### src/rtl/univ_shift_reg.sv
// Parametrised universal shift register: hold, logical/arithmetic shifts,
// rotates, parallel load and soft clear, plus a saturating shift counter
// that reports when every loaded bit has been shifted out.

// Per-bit next-value select. from_hi is the bit arriving on a right-moving
// operation, from_lo is the bit arriving on a left-moving operation.
module usr_cell (
  input  logic [2:0] mode,
  input  logic       cur,
  input  logic       from_hi,
  input  logic       from_lo,
  input  logic       ld,
  output logic       nxt
);
  // One mux per bit; end-of-register fill is resolved by the parent.
  always_comb begin
    nxt = cur;
    case (mode)
      3'b000:                 nxt = cur;
      3'b001, 3'b100, 3'b110: nxt = from_hi;
      3'b010, 3'b101:         nxt = from_lo;
      3'b011:                 nxt = ld;
      3'b111:                 nxt = 1'b0;
      default:                nxt = cur;
    endcase
  end
endmodule

module univ_shift_reg #(
  parameter int WIDTH = 4,
  parameter int CW    = $clog2(WIDTH + 1)
) (
  input  logic             clk,
  input  logic             clear,
  input  logic             en,
  input  logic [2:0]       mode,
  input  logic [WIDTH-1:0] d,
  input  logic             sin_r,
  input  logic             sin_l,
  output logic [WIDTH-1:0] q,
  output logic             sout_r,
  output logic             sout_l,
  output logic [CW-1:0]    cnt,
  output logic             drained
);
  localparam logic [CW-1:0] FULL = CW'(WIDTH);

  logic [WIDTH-1:0] q_nxt;
  logic             top_fill;
  logic             bot_fill;

  // Bit entering the MSB on right-moving ops: serial in, wrap, or sign copy.
  always_comb begin
    top_fill = sin_r;
    case (mode)
      3'b100:  top_fill = q[0];
      3'b110:  top_fill = q[WIDTH-1];
      default: top_fill = sin_r;
    endcase
  end

  // Bit entering the LSB on left-moving ops: serial in or wrap.
  always_comb begin
    bot_fill = (mode == 3'b101) ? q[WIDTH-1] : sin_l;
  end

  genvar i;
  generate
    for (i = 0; i < WIDTH; i++) begin : g_bit
      logic hi, lo;
      if (i == WIDTH - 1) begin : g_top
        assign hi = top_fill;
      end else begin : g_mid_hi
        assign hi = q[i+1];
      end
      if (i == 0) begin : g_bot
        assign lo = bot_fill;
      end else begin : g_mid_lo
        assign lo = q[i-1];
      end
      usr_cell u_cell (
        .mode    (mode),
        .cur     (q[i]),
        .from_hi (hi),
        .from_lo (lo),
        .ld      (d[i]),
        .nxt     (q_nxt[i])
      );
    end
  endgenerate

  // Register contents; clear beats enable, enable beats mode.
  always_ff @(posedge clk) begin
    if (clear)   q <= '0;
    else if (en) q <= q_nxt;
  end

  // Shift counter: load zeroes it, shifts saturate it at WIDTH,
  // rotates and hold leave it alone, soft clear marks it drained.
  always_ff @(posedge clk) begin
    if (clear) begin
      cnt <= FULL;
    end else if (en) begin
      case (mode)
        3'b011:                 cnt <= '0;
        3'b111:                 cnt <= FULL;
        3'b001, 3'b010, 3'b110: if (cnt != FULL) cnt <= cnt + 1'b1;
        default:                cnt <= cnt;
      endcase
    end
  end

  assign sout_r  = q[0];
  assign sout_l  = q[WIDTH-1];
  assign drained = (cnt == FULL);
endmodule
### config.mk
export PLATFORM = sky130hd
export DESIGN_NAME = univ_shift_reg
export DESIGN_NICKNAME = d
export VERILOG_FILES = /design/src/rtl/univ_shift_reg.sv
export SDC_FILE = /design/constraint.sdc
export NUM_CORES = 1
export LEC_CHECK = 0
export BUFFER_PORTS_ARGS = -buffer_cell sky130_fd_sc_hd__buf_2
export CAP_MARGIN = 20
export CORE_MARGIN = 5
export CORE_UTILIZATION = 40
export DETAILED_ROUTE_END_ITERATION = 16
export PLACE_DENSITY_LB_ADDON = 0.12
export SETUP_SLACK_MARGIN = 0.4
export SLEW_MARGIN = 0
export SYNTH_ARGS = -nofsm -noshare
export SYNTH_HDL_FRONTEND = slang
export SYNTH_HIERARCHICAL = 1
export SYNTH_SLANG_ARGS = --single-unit
### constraint.sdc
create_clock -name clk -period 1.3 [get_ports clk]
set_input_delay 0.13 -clock clk [delete_from_list [all_inputs] [get_ports clk]]
set_output_delay 0.13 -clock clk [all_outputs]
set_load 0.02 [all_outputs]
# Yosys cells after proc, flatten, opt, wreduce, memory -nomap -nowiden
# Cells that the tools add are included.
# totals
reg_bits,7
input_bits,12
elab_cells,32
# op_classes
n_addsub,1
eq_ne,11
n_mux,8
n_bitwise,1
reduce_logical,8
# ops
cell,n
one-hot mux 1 bit (4 select lines),4
== test 3 bit (second input constant),5
one-hot mux 3 bit (3 select lines),1
== test 3 x 2 -> 1 bit (second input constant),2
AND reduction 3 bit,2
OR reduction 3 bit,2
inequality test 2 bit (second input constant),2
adder 3 x 1 -> 3 bit (second input constant),1
== test 3 x 1 -> 1 bit (second input constant),1
logical NOT 3 bit,1
two-way mux 3 bit,1
inequality test 3 bit (second input constant),1
nonzero test 3 bit,1
one-hot mux 1 bit (2 select lines),1
AND reduction 2 bit,1
OR reduction 2 bit,1
two-way mux 1 bit,1
NOT 1 bit,1

# Logic depth before layout (Yosys ltp)
# logic_depth
word_depth,4
mapped_depth,8
mapped_depth_nobuf,8

# Modules after synthesis
# Netlist, hierarchy kept.
# by_module_without_submodules
mod,n_inst,cells_per_inst,area_per_inst_um2,seq_area_each_um2
univ_shift_reg,1,50,425.4,140.1
usr_cell,4,10,65.1,0.0

# Worst setup path before layout
# No wires, ideal clock.
# synth_path
path_type,reg2reg
from,register cnt[0]
to,register cnt[1]
setup_ns,0.087
t_arrival_ns,1.441
required_ns,1.213
setup_slack_ns,-0.228
stages_incl_launch_ff,7
period_less_slack_ns,1.528
path_cell_list,dfxtp_1 -> inv_1 -> ha_1 -> nand2_1 -> nand2_2 -> or4b_1 -> o31ai_1
# synth_via
elab_chain_len,3
elab_cells_between_ends,6
cone_classes,add/sub (1); eq/ne (2); mux (2); reduce/logical (1)
# synth_lines
element,line,text
start: declaration,43,"output logic [CW-1:0] cnt,"
start signal: assignment,107,"3'b001, 3'b010, 3'b110: if (cnt != FULL) cnt <= cnt + 1'b1;"
start signal: assignment,108,default: cnt <= cnt;
adder 3 x 1 -> 3 bit or inequality test 3 bit (tied branches),107,
two-way mux 3 bit or inequality test 2 bit (tied branches),--,
one-hot mux 3 bit (3 select lines) or AND reduction 3 bit (tied branches),--,
# Several ways; a longest one is shown, not always the timed one. The select of a mux whose other input is x is not followed.
# A chain may end at the register's enable or synchronous reset.

==> flow_metrics.env <==
export IMPL_synth_edf_count=0
export IMPL_initial_core_util=0.410
export IMPL_grt_pass1_wl_mm=2.93
export IMPL_gp_congestion=0.765
export IMPL_fin_util=0.694
export IMPL_clk_latency_ns=0.25
export IMPL_ys_ff_latch=7
export IMPL_core_rowCount=15
export IMPL_slew_viol_final=0
export IMPL_startpoint_type="flop"
export IMPL_rsz0062_at_grt="yes"
export IMPL_drt_total_wl_mm=1.80
export IMPL_worst_slew_pin_slew_ns=0.238
export IMPL_antenna_found_initial=0
export IMPL_dr_total_vias=774
export IMPL_synthFlopType="dfxtp_1"
export IMPL_numCtsBuffers=3
export IMPL_netlist_area_um2=686
export IMPL_outcome="finished with violations"
export IMPL_design_area_um2=1160
export IMPL_cts_root_buf="clkbuf_4"
export IMPL_holdWs_ns=0.157
export IMPL_routedWlPerCell_um=12.2
export IMPL_grtUsageTotal=0.145
export IMPL_setup_viol=3
export IMPL_area_delta_synth_final_pct=69.2
export IMPL_via_per_inst=5.27
export IMPL_dpl_cell_count=132
export IMPL_synth_warnings=6
export IMPL_drc=0
export IMPL_postSynthAreaPerCell_um2=7.62
export IMPL_first_global_vias=676
export IMPL_first_iter_violations=14
export IMPL_cp_required_ns=1.44
export IMPL_grt_max_degree=17
export IMPL_worstRegToRegCells=7
export IMPL_period_share=1.03
export IMPL_yosysTopAreaCellShare=0.204
export IMPL_critPathKind="flop to flop"
export IMPL_hpwl_mm=1.31
export IMPL_synth_area_leaders="dfxtp_1, mux2i_1, a21oi_1, o221a_1, nand2_1"
export IMPL_final_nets=145
export IMPL_p_per_area_nw_per_um2=651
export IMPL_clock_sinks=7
export IMPL_arrival_ns=1.48
export IMPL_p_leak_nw=0.521
export IMPL_cts_tree="yes"
export IMPL_violations="setup timing"
export IMPL_hold_depth=2
export IMPL_cap_viol_max_count=0
export IMPL_peakVddDrop_mv=0.393
export IMPL_path_cells="mux2i_4, o21ai_2, nor3b_2, a21oi_1, o221a_1, mux2i_1, nor2_1"
export IMPL_slowest_stage="dfxtp_4"
export IMPL_power_w=0.000755
export IMPL_cts_buffer_depth=2
export IMPL_min_period_ns=1.34
export IMPL_clock_fmax_mhz=747
export IMPL_port_buffers=21
export IMPL_clk_pin_slew_worst_paths_ns=0.05
export IMPL_die_h_um=51.4
export IMPL_grt_overflow=0
export IMPL_placed_area_um2=898
export IMPL_die_x_um=51.4
export IMPL_synth_top_area_cell="dfxtp_1"
export IMPL_setup_ws_ns=-0.0386
export IMPL_dieArea_um2=2640
export IMPL_worstPathMaxFanout=3
export IMPL_fp_coreArea_um2=1670
export IMPL_nFillCells=145
export IMPL_hold_viol=0
export IMPL_htreeDepth=1
export IMPL_min_path_type="input port to flop"
export IMPL_skew_ns=0.000860
export IMPL_max_stage_delay_ns=0.36
export IMPL_io_pins=22
export IMPL_endpoint_kind="flop"
export IMPL_async_flop_share=0
export IMPL_synthCells=90
export IMPL_diodes=0
export IMPL_slew_headroom=0.840
export IMPL_antenna_left=0
export IMPL_final_layout_size_suffix_gt1_frac=0.546
export IMPL_ys_seq_area_frac=0.204
export IMPL_firstDrtPassIters=4
export IMPL_syn_num_nets=104
export IMPL_stdcell_count=147
export IMPL_synth_distinct_cells=24
==> cell usage after synthesis (2+ instances only) <==
cell type	number
mux2i_1	10
nand2_1	10
nor2_1	10
a21oi_1	9
inv_1	8
dfxtp_1	7
nand2b_1	5
nor2b_2	4
nor3b_1	4
o221a_1	4
buf_4	3
ha_1	2
o21ai_1	2
o31ai_1	2
==> sequential cells by signal (all words and copies together), names as in the netlist <==
signal / flops
q: 4
cnt: 3
==> final timing paths <==
path                                             to  slack (ns)                start
worst max-delay path              q[3]$_SDFFE_PP0P_       -0.04    q[3]$_SDFFE_PP0P_
worst min-delay path              q[2]$_SDFFE_PP0P_        0.16                clear
worst max register to register    q[3]$_SDFFE_PP0P_       -0.04    q[3]$_SDFFE_PP0P_
worst min register to register  cnt[1]$_SDFFE_PP0P_        0.52  cnt[1]$_SDFFE_PP0P_
==> power by group <==
| part | total [W] | internal (W) | leakage (nW) | switching (W) |
|---|---|---|---|---|
| registers | 0.000242 | 0.000221 | 0.0616 | 0.0000206 |
| logic | 0.000315 | 0.000172 | 0.444 | 0.000143 |
| clock network | 0.000198 | 0.000117 | 0.0150 | 0.0000808 |
| total | 0.000755 | 0.000511 | 0.521 | 0.000244 |
==> repair_timing <==
action	in CTS	in global routing
buffers inserted	2	9
endpoints found under the setup margin	17	16
gates resized for setup	27	16
hold buffers	0	0
pin swaps	6	8
==> logic make-up (layout without fill, tap and decap cells) <==
logic type / after synthesis / after routing / synth area share
buf+inv: 13 / 53 / 0.0985
simple gates: 38 / 38 / 0.303
flops: 7 / 7 / 0.204
mux: 11 / 11 / 0.162
fa+ha+maj: 2 / 2 / 0.0365
compound gates: 19 / 19 / 0.195
==> placed cells by master, fill, tap and decap left out, drive strengths merged <==
cell type	n
o21ai	2
a21oi	9
mux2	1
or4b	1
ha	2
nor2b	4
nand3b	1
nor3b	4
nand2	11
nand3	1
or4	1
mux2i	10
inv	8
a211o	1
clkbuf	4
nand2b	5
o221a	4
o31ai	2
o311a	1
nor2	10
dfxtp	7
buf	41
==> final cells by class <==
class / count / area (um^2) / share of cell area
Clock buffer: 4 / 26.3 / 0.0227
Timing Repair Buffer: 41 / 352 / 0.303
Multi-Input combinational cell: 70 / 559 / 0.482
Inverter: 8 / 35.0 / 0.0302
Tap cell: 17 / 21.3 / 0.0183
Sequential cell: 7 / 166 / 0.143
==> critical path: cells and delay by family (launching register included) <==
| kind | cells | cell delay, ns |
|---|---|---|
| AND/OR/NAND/NOR | 2 | 0.23 |
| flip-flops | 1 | 0.36 |
| AO/OA/AOI/OAI | 3 | 0.36 |
| multiplexers | 2 | 0.28 |
==> stage by stage <==
stage                     TNS, ns  worst slack [ns]
after floorplan                 0           0.00358
after global placement     -0.300            -0.131
after detailed placement   -0.393            -0.153
after CTS                  -0.124           -0.0748
after global routing       -0.430            -0.118
final                     -0.0666           -0.0386
==> metal layers <==
metal / track usage / up-vias / routed length, um
li1: - / 396 / -
met1: 0.193 / 354 / 849
met2: 0.231 / 20 / 829
met3: 0.0204 / 4 / 86
met4: 0.0655 / 0 / 31
met5: 0 / - / 0
No activity file was read; power rests on OpenSTA's default activity.
